$ cat src/rtl/spike_frame_deserializer_if.sv
//------------------------------------------------------------------------------
// Module  : spike_frame_deserializer_if
// Brief   : Serial spike link input and completed-frame valid/ready output bundle.
// Revision: 1.0 - initial release
//------------------------------------------------------------------------------
`default_nettype none

interface spike_frame_deserializer_if #(
    parameter int FRAME_W = 16,
    parameter int CNT_W   = 8
);
    localparam int POP_W = $clog2(FRAME_W) + 1;

    logic               serial_in;
    logic               serial_valid;
    logic               frame_start;
    logic [FRAME_W-1:0] frame_data;
    logic [POP_W-1:0]   frame_popcnt;
    logic               frame_valid;
    logic               frame_ready;
    logic               busy;
    logic               drop;
    logic               sync_err;
    logic [CNT_W-1:0]   overflow_cnt;

    // The deserializer side
    modport slave (
        input  serial_in,
        input  serial_valid,
        input  frame_start,
        input  frame_ready,
        output frame_data,
        output frame_popcnt,
        output frame_valid,
        output busy,
        output drop,
        output sync_err,
        output overflow_cnt
    );

    // The link driver / frame consumer side
    modport master (
        output serial_in,
        output serial_valid,
        output frame_start,
        output frame_ready,
        input  frame_data,
        input  frame_popcnt,
        input  frame_valid,
        input  busy,
        input  drop,
        input  sync_err,
        input  overflow_cnt
    );
endinterface

`default_nettype wire

$ cat src/rtl/spike_frame_deserializer.sv
//------------------------------------------------------------------------------
// Module  : spike_frame_deserializer
// Brief   : Rebuilds MSB-first serial spike frames, tags them with a popcount
//           and buffers them in a small valid/ready FIFO.
// Revision: 1.0 - initial release
//------------------------------------------------------------------------------
`default_nettype none

module spike_frame_deserializer #(
    parameter int FRAME_W    = 16,
    parameter int FIFO_DEPTH = 2,
    parameter int CNT_W      = 8
) (
    input  wire logic                 clock,
    input  wire logic                 reset,
    spike_frame_deserializer_if.slave link
);
    localparam int POP_W = $clog2(FRAME_W) + 1;
    localparam int BC_W  = $clog2(FRAME_W) + 1;
    localparam int PTR_W = $clog2(FIFO_DEPTH);
    localparam int OCC_W = $clog2(FIFO_DEPTH) + 1;

    localparam logic [BC_W-1:0]  c_LAST_BIT = BC_W'(FRAME_W - 1);
    localparam logic [BC_W-1:0]  c_ONE_BIT  = BC_W'(1);
    localparam logic [OCC_W-1:0] c_FULL     = OCC_W'(FIFO_DEPTH);
    localparam logic [CNT_W-1:0] c_CNT_MAX  = {CNT_W{1'b1}};

    typedef enum logic [0:0] {
        S_IDLE  = 1'b0,
        S_SHIFT = 1'b1
    } state_t;

    state_t             r_state;
    logic [BC_W-1:0]    r_bit_cnt;
    logic [FRAME_W-1:0] r_shift;
    logic               r_busy;
    logic               r_sync_err;
    logic               r_drop;
    logic [CNT_W-1:0]   r_overflow_cnt;

    logic [FRAME_W-1:0] r_mem_data [FIFO_DEPTH];
    logic [POP_W-1:0]   r_mem_pop  [FIFO_DEPTH];
    logic [PTR_W-1:0]   r_wr_ptr;
    logic [PTR_W-1:0]   r_rd_ptr;
    logic [OCC_W-1:0]   r_occ;

    logic               w_complete;
    logic [FRAME_W-1:0] w_frame;
    logic [POP_W-1:0]   w_frame_popcnt;
    logic               w_empty;
    logic               w_full;
    logic               w_pop;
    logic               w_push;
    logic               w_drop;

    function automatic logic [POP_W-1:0] f_popcount(input logic [FRAME_W-1:0] v);
        logic [POP_W-1:0] n;
        n = '0;
        for (int i = 0; i < FRAME_W; i++) begin
            n = n + POP_W'(v[i]);
        end
        return n;
    endfunction

    // Last bit of a frame: the full frame is the shifted partial plus this bit,
    // so it can be pushed on the very edge that accepts it.
    assign w_complete     = (r_state == S_SHIFT) && link.serial_valid &&
                            !link.frame_start && (r_bit_cnt == c_LAST_BIT);
    assign w_frame        = {r_shift[FRAME_W-2:0], link.serial_in};
    assign w_frame_popcnt = f_popcount(w_frame);

    assign w_empty = (r_occ == '0);
    assign w_full  = (r_occ == c_FULL);
    assign w_pop   = !w_empty && link.frame_ready;
    assign w_push  = w_complete && (!w_full || w_pop);
    assign w_drop  = w_complete && w_full && !w_pop;

    // Frame assembly FSM. The partial frame is kept right-aligned so the first
    // bit lands in the MSB after FRAME_W-1 further shifts.
    always_ff @(negedge clock) begin
        if (reset) begin
            r_state        <= S_IDLE;
            r_bit_cnt      <= '0;
            r_shift        <= '0;
            r_busy         <= 1'b0;
            r_sync_err     <= 1'b0;
            r_drop         <= 1'b0;
            r_overflow_cnt <= '0;
        end else begin
            r_sync_err <= 1'b0;
            r_drop     <= w_drop;
            if (w_drop && (r_overflow_cnt != c_CNT_MAX)) begin
                r_overflow_cnt <= r_overflow_cnt + 1'b1;
            end

            case (r_state)
                S_IDLE: begin
                    if (link.serial_valid && link.frame_start) begin
                        r_shift   <= {{(FRAME_W-1){1'b0}}, link.serial_in};
                        r_bit_cnt <= c_ONE_BIT;
                        r_state   <= S_SHIFT;
                        r_busy    <= 1'b1;
                    end
                end
                S_SHIFT: begin
                    if (link.serial_valid) begin
                        if (link.frame_start) begin
                            // Resynchronise: drop the partial, this bit opens a new frame
                            r_sync_err <= 1'b1;
                            r_shift    <= {{(FRAME_W-1){1'b0}}, link.serial_in};
                            r_bit_cnt  <= c_ONE_BIT;
                        end else if (r_bit_cnt == c_LAST_BIT) begin
                            r_shift   <= '0;
                            r_bit_cnt <= '0;
                            r_state   <= S_IDLE;
                            r_busy    <= 1'b0;
                        end else begin
                            r_shift   <= w_frame;
                            r_bit_cnt <= r_bit_cnt + 1'b1;
                        end
                    end
                end
                default: begin
                    r_state   <= S_IDLE;
                    r_bit_cnt <= '0;
                    r_busy    <= 1'b0;
                end
            endcase
        end
    end

    // Storage carries no reset: emptiness is tracked by occupancy alone.
    always_ff @(negedge clock) begin
        if (w_push && !reset) begin
            r_mem_data[r_wr_ptr] <= w_frame;
            r_mem_pop[r_wr_ptr]  <= w_frame_popcnt;
        end
    end

    always_ff @(negedge clock) begin
        if (reset) begin
            r_wr_ptr <= '0;
            r_rd_ptr <= '0;
            r_occ    <= '0;
        end else begin
            if (w_push) begin
                r_wr_ptr <= r_wr_ptr + 1'b1;
            end
            if (w_pop) begin
                r_rd_ptr <= r_rd_ptr + 1'b1;
            end
            if (w_push && !w_pop) begin
                r_occ <= r_occ + 1'b1;
            end else if (w_pop && !w_push) begin
                r_occ <= r_occ - 1'b1;
            end
        end
    end

    assign link.frame_data   = w_empty ? '0 : r_mem_data[r_rd_ptr];
    assign link.frame_popcnt = w_empty ? '0 : r_mem_pop[r_rd_ptr];
    assign link.frame_valid  = !w_empty;
    assign link.busy         = r_busy;
    assign link.drop         = r_drop;
    assign link.sync_err     = r_sync_err;
    assign link.overflow_cnt = r_overflow_cnt;

endmodule

`default_nettype wire

$ cat src/flat_wrapper.sv
// flat-port wrapper written by rule: the top's interface ports become plain ports
module spike_frame_deserializer_flat 
#(
    parameter int FRAME_W    = 16,
    parameter int FIFO_DEPTH = 2,
    parameter int CNT_W      = 8
)
  (clock, reset, link_serial_in, link_serial_valid, link_frame_start, link_frame_ready, link_frame_data, link_frame_popcnt, link_frame_valid, link_busy, link_drop, link_sync_err, link_overflow_cnt);
  spike_frame_deserializer_if #(.FRAME_W(FRAME_W), .CNT_W(CNT_W)) link_i ();
  input  wire logic clock;
  input  wire logic reset;
  input wire logic [$bits(link_i.serial_in)-1:0] link_serial_in;
  input wire logic [$bits(link_i.serial_valid)-1:0] link_serial_valid;
  input wire logic [$bits(link_i.frame_start)-1:0] link_frame_start;
  input wire logic [$bits(link_i.frame_ready)-1:0] link_frame_ready;
  output wire logic [$bits(link_i.frame_data)-1:0] link_frame_data;
  output wire logic [$bits(link_i.frame_popcnt)-1:0] link_frame_popcnt;
  output wire logic [$bits(link_i.frame_valid)-1:0] link_frame_valid;
  output wire logic [$bits(link_i.busy)-1:0] link_busy;
  output wire logic [$bits(link_i.drop)-1:0] link_drop;
  output wire logic [$bits(link_i.sync_err)-1:0] link_sync_err;
  output wire logic [$bits(link_i.overflow_cnt)-1:0] link_overflow_cnt;
  assign link_i.serial_in = link_serial_in;
  assign link_i.serial_valid = link_serial_valid;
  assign link_i.frame_start = link_frame_start;
  assign link_i.frame_ready = link_frame_ready;
  assign link_frame_data = link_i.frame_data;
  assign link_frame_popcnt = link_i.frame_popcnt;
  assign link_frame_valid = link_i.frame_valid;
  assign link_busy = link_i.busy;
  assign link_drop = link_i.drop;
  assign link_sync_err = link_i.sync_err;
  assign link_overflow_cnt = link_i.overflow_cnt;
  spike_frame_deserializer #(.FRAME_W(FRAME_W), .FIFO_DEPTH(FIFO_DEPTH), .CNT_W(CNT_W)) u_core (.clock(clock), .reset(reset), .link(link_i));
endmodule
$ cat config.mk
export PLATFORM = sky130hd
export DESIGN_NAME = spike_frame_deserializer_flat
export DESIGN_NICKNAME = d
export VERILOG_FILES = /design/src/rtl/spike_frame_deserializer_if.sv /design/src/rtl/spike_frame_deserializer.sv /design/src/flat_wrapper.sv
export SDC_FILE = /design/constraint.sdc
export NUM_CORES = 1
export LEC_CHECK = 0
export CAP_MARGIN = 20
export CORE_AREA = 2 2 87 89
export CTS_CLUSTER_DIAMETER = 50
export DETAILED_ROUTE_END_ITERATION = 16
export DIE_AREA = 0 0 89 91
export HOLD_SLACK_MARGIN = 0.08
export PLACE_DENSITY_LB_ADDON = 0.3
export SYNTH_ARGS = -nofsm -noshare
export SYNTH_HDL_FRONTEND = slang
export SYNTH_SLANG_ARGS = --single-unit
$ cat constraint.sdc
create_clock -name clock -period 4.5 [get_ports clock]
set_clock_uncertainty 0.1 [all_clocks]
set_input_delay 0.9 -clock clock [delete_from_list [all_inputs] [get_ports clock]]
set_output_delay 0.9 -clock clock [all_outputs]
set_load 0.02 [all_outputs]
* After elaboration in Yosys (flattened, before gate mapping)
Memories as Yosys holds them, arrays and structs flattened. A register that Yosys moved wholly into a read port is not among the register bits.
Cells that the tools add are included.
** Word-level totals
- Bits of input ports :: 6
- Bits in writable memories :: 42
- Logic and storage cells :: 97
- Output and inout port bits :: 33
- Memories kept :: 2
- Bits in registers :: 36
** Operators by class
- Bitwise gates (word level) :: 2
- Equal/unequal tests :: 7
- Multiplexer cells :: 31
- Add/subtract/negate cells :: 21
- Reductions and logical operators :: 24
** Memories
- u_core.r_mem_data :: depth 2, bits a word 16, rd ports 1, clocked after memory_dff 1, write ports 1, RTL line spike_frame_deserializer.sv:41 : logic [FRAME_W-1:0] r_mem_data [FIFO_DEPTH];
- u_core.r_mem_pop :: depth 2, bits a word 5, rd ports 1, clocked after memory_dff 1, write ports 1, RTL line spike_frame_deserializer.sv:42 : logic [POP_W-1:0] r_mem_pop [FIFO_DEPTH];
** Operators with widths (count)
- 5-bit by 1-bit adder with 5-bit output :: 13
- 15-bit 2-to-1 mux :: 4
- 15-bit one-hot mux with 2 select lines :: 1
- 5-bit 2-to-1 mux :: 5
- 16-bit 2-to-1 mux :: 1
- 1-bit 2-to-1 mux :: 15
- 1-bit logical AND :: 12
- 5-bit one-hot mux with 2 select lines :: 1
- 8-bit by 1-bit adder with 8-bit output (second input constant) :: 1
- 8-bit inequality test (second input constant) :: 1
- 1-bit logical NOT :: 6
- 2-bit inequality test (second input constant) :: 3
- 5-bit by 1-bit adder with 5-bit output (second input constant) :: 1
- 5-bit by 4-bit == test with 1-bit output (second input constant) :: 1
- 2-bit 2-to-1 mux :: 2
- 1-bit one-hot mux with 2 select lines :: 2
- 4-bit AND reduction :: 1
- 2-bit by 1-bit adder with 3-bit output :: 1
- 3-bit OR reduction :: 1
- 1-bit adder (second input constant) :: 2
- 1-bit by 1-bit adder with 2-bit output :: 1
- 2-bit by 1-bit adder with 2-bit output (second input constant) :: 1
- 2-bit == test (second input constant) :: 1
- 2-bit logical NOT :: 1
- 6 further kinds :: 7

* Depth between registers and ports, before layout
Gate-level depths: netlist of run 1.
- Depth in word-level cells :: 15
- Depth in mapped cells :: 13
- Gate-level depth less buffers :: 13

==> results.toml, run 1 <==
[synthesis]
synth_top_flop_cell = "edfxtp_1"
synth_edf_count = 42
yosys.cell_types.count = 45
synth.largest_area_cell = "edfxtp_1"
synthesis.nets = 328
syn_area_per_cell_um2 = 11.6
async_flop_share_pct = 0
synth_seq_cells = 79
seq_total_area_yosys_pct = 56.9
syn-instance-count = 304
synth_top_area_share_pct = 35.9
synth.top_cells.by_area = "edfxtp_1, dfxtp_1, mux2i_1"
yosys_warnings = 0
synthesis.area_um2 = 3520

[worst_setup_path]
worst-endpoint-arrival_ns = 4.20
end_kind = "register"
sequence_of_cells_on_the_critical_path = "buf_6, fa_1, inv_1, fa_1, fa_1, fa_2, fa_1, inv_2, ha_4, inv_2, fa_2, inv_2"
worstSetupStartpointType = "primary input"
worst_path_max_delay_cell = "fa_2"
class_of_the_most_critical_setup_path = "in2reg"
path_common_cell = "fa_1"
cp.required_ns = 2.30
highest_net_fanout_along_the_worst_path = 2
delay_of_the_slowest_cell_on_the_worst_path_ns = 0.54

[cells_and_area]
filler_cell_count = 538
area_delta_synth_final_pct = 41.0
ff_latch_area_um2 = 2010
leading_cell_types_in_the_layout_fill_and_taps_excluded = "inv_1, nor2_1, edfxtp_1, buf_4, dfxtp_1"
layout.cells.most_common = "inv_1"
multi_input_comb_area_um2 = 1430
nets = 487
antenna_cells_inserted = 0
post-route-util_pct = 69.4
drive_above_1_share_pct = 24.4

[detailed_routing]
drc_errors = 0
postRouteAntennaNets = 0
detailroute.via_count = 2834
wire_per_inst_um = 14.4
drt_pass1_iterations = 5
drt-vias-per-instance = 5.00
drt_iter0_drc = 138
drt_wl_total_mm = 8.15

[clock_network]
number_of_buffers_created_by_cts = 9
cts_hold_repair.buffers = 0
clk_root_buffer_cell = "clkbuf_8"
cts-root-to-sink-buffers = 2
clock_insertion_delay_worst_skew_ns = 0.43
htree_num_levels = 3
clkSinkCount = 79
worst_setup_hold_path_clk_slew_ns = 0.04
tritoncts_clock_tree = "done"

[sta]
grt_setup_unrepaired = "true"
finalSetupTns_ns = -20.32
timing.final.max_slew_violations = 0
report.final.hold_viol_count = 0
final_critical_path_setup_slack_ns = -1.90
tightestPinTransition_ns = 0.386
timing.max_slew.rel_slack_pct = 74.1
finalSetupViolCount = 31

[die]
die_width_um = 89
floorplan.die.height_um = 91
initial_core_util_pct = 49.3
boundaryPins = 39
standard_cell_rows = 31
area_of_the_core_um2 = 7140
die_area_um2 = 8100

[global_route]
via_count_of_the_first_global_routing_pass = 2928
grt_antenna_before_repair = 0
groute.usage.overall_pct = 20.7
wire_length_of_the_first_global_routing_pass_mm = 12.7
grt_start_max_net_pins = 21
grt_overflow = 0

[power_and_ir_drop]
p_total_mw = 1.58
pwr_density_cell_nw_per_um2 = 319
cellLeakagePower_nw = 2.21
vdd_drop_max_mv = 0.191

[placed_design]
place_hpwl_mm = 4.52
port-buffer-count = 38
pre_cts_ws_ns = -2.78
place.gp.congestion = 0.764

[status]
result_of_the_run = "finished with violations"
failed_checks = "setup timing"

[run]
drv_cap = 0

[min_path]
hp-class = "reg2reg"
==> power breakdown <==
part | internal [mW] | switching, mW
clock | 0.300 | 0.473
sequential | 0.760 | 0.00358
combinational | 0.0191 | 0.0263
==> kinds of logic after synthesis <==
kind of cell               share of synthesized area (%)
muxes                                               6.87
and+or+nand+nor                                     12.8
adders and majority gates                           8.54
AOI/OAI and AO/OA                                   8.51
DFF                                                 56.9
buffers and inverters                               4.80
xor gates and xnor gates                            1.49
==> worst max-delay path, delay by kind of cell <==
kind       cells  cell delay [ns]
buf+inv        5             0.31
fa+ha+maj      7             3.00
==> path summary, 6_finish.rpt <==
check	from	to	slack (ns)	cells past startpoint
worst min register to register	u_core.r_rd_ptr$_SDFFE_NP0P_	register	0.40	2
worst max register to register	u_core.r_shift[0]$_SDFFE_NP0P_	u_core.r_mem_pop[0][1]$_DFFE_NP_	0.45	11
worst min-delay path	u_core.r_rd_ptr$_SDFFE_NP0P_	register	0.40	2
worst max-delay path	link_serial_in	u_core.r_mem_pop[0][1]$_DFFE_NP_	-1.90	12
==> per-stage QoR <==
| step | area, µm² | std cells | hold slack [ns] |
|---|---|---|---|
| floorplan | 3550 | 304 | 0.348 |
| global placement | 4260 | 456 | 0.386 |
| detailed placement | 4260 | 456 | 0.390 |
| CTS | 4880 | 563 | 0.402 |
| global route | 4960 | 567 | 0.404 |
| finish | 4960 | 567 | 0.401 |
==> final cells by class <==
class | instances | share of cell area, %
Sequential cell | 79 | 40.5
Clock buffer | 9 | 2.50
Multi-Input combinational cell | 183 | 28.9
Clock inverter | 86 | 7.09
Inverter | 26 | 1.97
Tap cell | 99 | 2.50
Timing Repair Buffer | 85 | 16.6
==> what timing repair did <==
item                       4_1_cts  5_1_grt
pin swaps                       13       12
cloned                           5        0
setup endpoints to repair       84       44
resized for setup              129       34
hold endpoints to repair         0        0
setup buffers                    8        7
==> Yosys cell counts, types with 2 or more instances <==
cell type,number
or4_1,2
inv_1,27
a21oi_1,11
ha_1,8
buf_2,6
dfxtp_1,37
nand3_1,4
or3_1,3
mux2i_1,23
nand4_1,2
nand3b_1,2
clkbuf_1,8
and3_1,3
xor2_1,3
a22oi_1,16
edfxtp_1,42
o41ai_1,2
o21ai_0,6
nand2_1,9
nor3_1,4
xnor2_1,3
nor2_1,50
fa_1,10
nor2b_1,2
==> registers in the layout (all words and copies together), names as in the netlist, named ones only <==
| name | count |
|---|---|
| u_core.link.busy | 1 |
| u_core.link.drop | 1 |
| u_core.link.overflow_cnt | 8 |
| u_core.link.sync_err | 1 |
| u_core.r_bit_cnt | 5 |
| u_core.r_mem_data | 32 |
| u_core.r_mem_pop | 10 |
| u_core.r_occ | 2 |
| u_core.r_rd_ptr | 1 |
| u_core.r_shift | 15 |
| u_core.r_state | 1 |
| u_core.r_wr_ptr | 1 |
==> routing by layer <==
metal | vias up | GRT usage [%] | routed length [µm]
met5 | - | 0 | 0
met2 | 83 | 35.1 | 4390
li1 | 1393 | - | -
met3 | 13 | 7.36 | 321
met4 | 0 | 11.3 | 125
met1 | 1345 | 21.8 | 3310
(Power assumes the default switching activity.)
==> run 2: changes to the inputs <==
--- a/constraint.sdc
+++ b/constraint.sdc
@@ -4,2 +4,2 @@
 set_output_delay 0.9 -clock clock [all_outputs]
-set_load 0.02 [all_outputs]
+set_load 0.05 [all_outputs]
==> run 2 against run 1 <==
Against the previous run:
- hold slack lost 0.0081 ns
- wire length grew 10%
- combinational power grew 6.2%
- worst setup slack gained 0.0078 ns
- clock power grew 8.2%
- largest cell class unchanged
- highest routed layer unchanged
- cell area grew 12%
- die area is the same
- global-route usage grew 3.1 points
- the run still ends with setup timing left
==> results.toml, run 2 (synthesis gave the netlist of run 1 again) <==
[cells_and_area]
largest_register_ffs = 32
antenna_cells_inserted = 0
nets = 476
drive_above_1_share_pct = 32.2
area_delta_synth_final_pct = 57.8
layout.cells.most_common = "inv_1"
leading_cell_types_in_the_layout_fill_and_taps_excluded = "inv_1, edfxtp_1, buf_12, dfxtp_1, nor2_1"
largestRegisters = "u_core.r_mem_data (32), u_core.r_shift (15), u_core.r_mem_pop (10)"
layout.cell_area.non_filler_um2 = 5550
registers.top_by_ff_count = "u_core.r_mem_data"

[min_path]
timing.hold.worst_path_depth = 0
hold_path_startpoint = "u_core.r_shift[7]$_SDFFE_NP0P_"
hold_critical_path_endpoint = "u_core.r_mem_data[1][8]$_DFFE_NP_"
hp-class = "reg2reg"

[die]
floorplan.die.height_um = 91
die_width_um = 89
area_of_the_core_um2 = 7140
initial_core_util_pct = 49.3
standard_cell_rows = 31
boundaryPins = 39
die_area_um2 = 8100

[global_route]
grt-busiest-layer = "met2"
grt_use_met3_pct = 8.91
via_count_of_the_first_global_routing_pass = 3166
grt.met2_usage_pct = 40.4
grt_antenna_before_repair = 0
grt_overflow = 0
grt_start_max_net_pins = 22
groute.usage.overall_pct = 23.8
wire_length_of_the_first_global_routing_pass_mm = 14.3
global_route.usage.met1_pct = 24.3

[power_and_ir_drop]
cellLeakagePower_nw = 2.25
pwr_density_cell_nw_per_um2 = 297
vdd_drop_max_mv = 0.155

[clock_network]
clock_insertion_delay_worst_skew_ns = 0.44
worst_setup_hold_path_clk_slew_ns = 0.06
clkSinkCount = 79
clk_root_buffer_cell = "clkbuf_8"
number_of_buffers_created_by_cts = 9
htree_num_levels = 3
tritoncts_clock_tree = "done"
cts-root-to-sink-buffers = 2

[placed_design]
dpl-instance-area_um2 = 4630
port-buffer-count = 38
place_hpwl_mm = 4.70
place.gp.congestion = 0.765

[detailed_routing]
drt_iter0_drc = 163
drc_errors = 0
drt_pass1_iterations = 4
drt_wl_total_mm = 9.00
detailroute.via_count = 2878
postRouteAntennaNets = 0
drt-vias-per-instance = 5.18
wire_per_inst_um = 16.2

[worst_setup_path]
worstReg2RegStart = "u_core.r_shift[1]$_SDFFE_NP0P_"
class_of_the_most_critical_setup_path = "in2reg"
worst-endpoint-arrival_ns = 4.21
ff2ff_path_depth = 11
path_buf_inv = 5
reg2reg_slack_ns = 0.51
worstSetupStartpointType = "primary input"
cp.required_ns = 2.32
end_kind = "register"
highest_net_fanout_along_the_worst_path = 2
sequence_of_cells_on_the_critical_path = "buf_6, fa_1, inv_2, fa_1, fa_1, fa_2, fa_1, inv_2, ha_4, inv_2, fa_2, inv_2"
crit-reg2reg-capture = "u_core.r_mem_pop[0][1]$_DFFE_NP_"
worst_path_max_delay_cell = "fa_2"
critical_path.top_delay_family = "adder cells"
delay_of_the_slowest_cell_on_the_worst_path_ns = 0.54

[sta]
finalSetupViolCount = 32
tightestPinTransition_ns = 0.473
final_critical_path_setup_slack_ns = -1.89
timing.final.max_slew_violations = 0
finalSetupTns_ns = -22.03
timing.max_slew.rel_slack_pct = 68.4
grt_setup_unrepaired = "true"
report.final.hold_viol_count = 0

[run]
drv_cap = 0

[status]
failed_checks = "setup timing"
result_of_the_run = "finished with violations"
## run 2: cell count changes in the layout (fill, tap and decap cells not counted), moves of 10 or more
cell,before,now
buf_12,6,38
buf_2,10,0
buf_4,38,24
mux2i_1,19,5
mux2i_4,1,14
nor2_1,46,27
nor2_2,2,12
## run 2: worst max-delay path by stage
stage	endpoint	cells after the start	slack, ns	from
after floorplan	u_core.r_mem_pop[0][1]$_DFFE_NP_	11	-2.19	link_serial_in
after global placement	u_core.r_mem_pop[0][1]$_DFFE_NP_	12	-2.73	link_serial_in
after detailed placement	u_core.r_mem_pop[0][1]$_DFFE_NP_	12	-2.79	link_serial_in
after CTS	u_core.r_mem_pop[0][1]$_DFFE_NP_	12	-2.05	link_serial_in
after global routing	u_core.r_mem_pop[0][1]$_DFFE_NP_	12	-1.95	link_serial_in
final	u_core.r_mem_pop[0][1]$_DFFE_NP_	12	-1.89	link_serial_in
## run 2: stage by stage
stage | util, % | hold slack, ns | setup WS [ns] | total power [mW] | std cells
after floorplan | - | 0.348 | -2.19 | 0.908 | 304
after CTS | 77.3 | 0.403 | -2.05 | 1.66 | 558
after detailed placement | 64.8 | 0.398 | -2.79 | 0.928 | 452
final | 77.7 | 0.393 | -1.89 | 1.65 | 556
after global placement | 64.8 | 0.384 | -2.73 | 0.926 | 452
after global routing | 77.7 | 0.412 | -1.95 | 1.75 | 556
## run 2: cell type report
class / instances / area, µm²
flip-flops and latches: 79 / 2010
multi-input cells: 183 / 1700
clock inverters: 86 / 373
repair buffers: 74 / 1120
clock buffers: 9 / 124
inverters: 26 / 100
fillers: 454 / 1590
well taps: 99 / 124
## run 2: worst reg2reg max path: stages, from the launching register on
cell and delay (ns):
dfxtp_1 0.36, fa_1 0.56, inv_2 0.04, fa_1 0.49
fa_1 0.43, fa_2 0.54, fa_1 0.42, inv_2 0.08
ha_4 0.14, inv_2 0.04, fa_2 0.52, inv_2 0.04
## run 2: per-layer routing
| layer | routed length (µm) | vias up |
|---|---|---|
| met4 | 243 | 0 |
| met5 | 0 | - |
| li1 | - | 1370 |
| met2 | 5000 | 102 |
| met3 | 411 | 20 |
| met1 | 3350 | 1386 |
## run 2: power breakdown
| group | switching, mW | internal, mW |
|---|---|---|
| Combinational | 0.0275 | 0.0207 |
| Sequential | 0.00375 | 0.758 |
| Clock | 0.523 | 0.312 |
| Total | 0.554 | 1.09 |
## run 2: timing repair
action                     in CTS  in global routing
pin swaps                      15                 10
setup endpoints to repair      67                 32
setup buffers                   7                  0
hold buffers                    0                  0
resized for setup              58                 17
gates cloned                    5                  0
==> RTL edit: new RTL, settings of run 2 <==
`FIFO_DEPTH` is set to 2 in 2 places; all go to 4.
--- a/src/rtl/spike_frame_deserializer.sv
+++ b/src/rtl/spike_frame_deserializer.sv
@@ -8,7 +8,7 @@
 
 module spike_frame_deserializer #(
     parameter int FRAME_W    = 16,
-    parameter int FIFO_DEPTH = 2,
+    parameter int FIFO_DEPTH = 4,
     parameter int CNT_W      = 8
 ) (
     input  wire logic                 clock,
--- a/src/flat_wrapper.sv
+++ b/src/flat_wrapper.sv
@@ -2,7 +2,7 @@
 module spike_frame_deserializer_flat 
 #(
     parameter int FRAME_W    = 16,
-    parameter int FIFO_DEPTH = 2,
+    parameter int FIFO_DEPTH = 4,
     parameter int CNT_W      = 8
 )
   (clock, reset, link_serial_in, link_serial_valid, link_frame_start, link_frame_ready, link_frame_data, link_frame_popcnt, link_frame_valid, link_busy, link_drop, link_sync_err, link_overflow_cnt);
Behaviour: no difference found for any inputs over 10 cycles, from zero or initial values and one cycle with reset high; that may be too few to reach the edited logic, so the function may still have changed.
==> RTL edit against run 2 <==
- the run now fails in clock tree synthesis (4_1_cts)
- synthesized cell count rose by 20%
- synthesized area rose by 51%
==> RTL edit: results (changes against run 2) <==
[metrics] yosys synthesis warning count: 0 (unchanged)
[metrics] number of library cell types mapped by synthesis: 45 (unchanged)
[metrics] cell chosen for the clock root: sky130_fd_sc_hd__clkbuf_8
[metrics] htree depth: 4 (+1)
[metrics] most area-consuming cells after synthesis: sky130_fd_sc_hd__edfxtp_1 48%, sky130_fd_sc_hd__dfxtp_1 15%, sky130_fd_sc_hd__mux4_2 8.9%
[metrics] number of flops mapped to enable cells by yosys: 84 (+100%)
[metrics] Post-Syn Nets: 395 (+20%)
[metrics] cts bufs inserted: 17 (+8)
[metrics] port buffer count: 38 (unchanged)
[metrics] most frequent cells after synthesis: 84 x sky130_fd_sc_hd__edfxtp_1, 41 x sky130_fd_sc_hd__dfxtp_1, 29 x sky130_fd_sc_hd__inv_1
[metrics] detailed placement HPWL: 7960 µm (+69%)
[metrics] Async S/R FF share, synth: 0% (unchanged)
[metrics] status: aborted with a tool error
[metrics] Clock Sinks: 125 (+58%)
[metrics] Longest Clk Path Bufs: 2 (unchanged)
[metrics] global placement routability congestion: 0.833 (+9.0%)
[metrics] first logged error message: [ERROR DPL-0038] Utilization greater than 100%, impossible to legalize
[metrics] last stage reached: clock tree synthesis (4_1_cts)
[metrics] register area share after synthesis: 63.0% (+6.1 points)
[RTL edit: cell types whose count changed after synthesis, sizes merged, moves of 4 or more]
cell | before | now
edfxtp | 42 | 84
mux2i | 23 | 2
nor2 | 50 | 27
mux4 | 0 | 21
dfxtp | 37 | 41
ha | 8 | 12
and2 | 1 | 25
[RTL edit: kinds of logic after synthesis]
group	count (synthesis)	synth area share (%)
AOI/OAI and AO/OA	51	6.27
xor gates and xnor gates	7	1.16
adders and majority gates	23	6.98
buffers and inverters	43	3.21
DFF	125	63.0
muxes	24	9.50
and+or+nand+nor	93	9.88
[RTL edit: through the flow]
step | setup WS (ns) | cells | area [µm²]
after detailed placement | -3.04 | 527 | 6370
after global placement | -2.82 | 527 | 6370
after floorplan | -2.21 | 366 | 5430
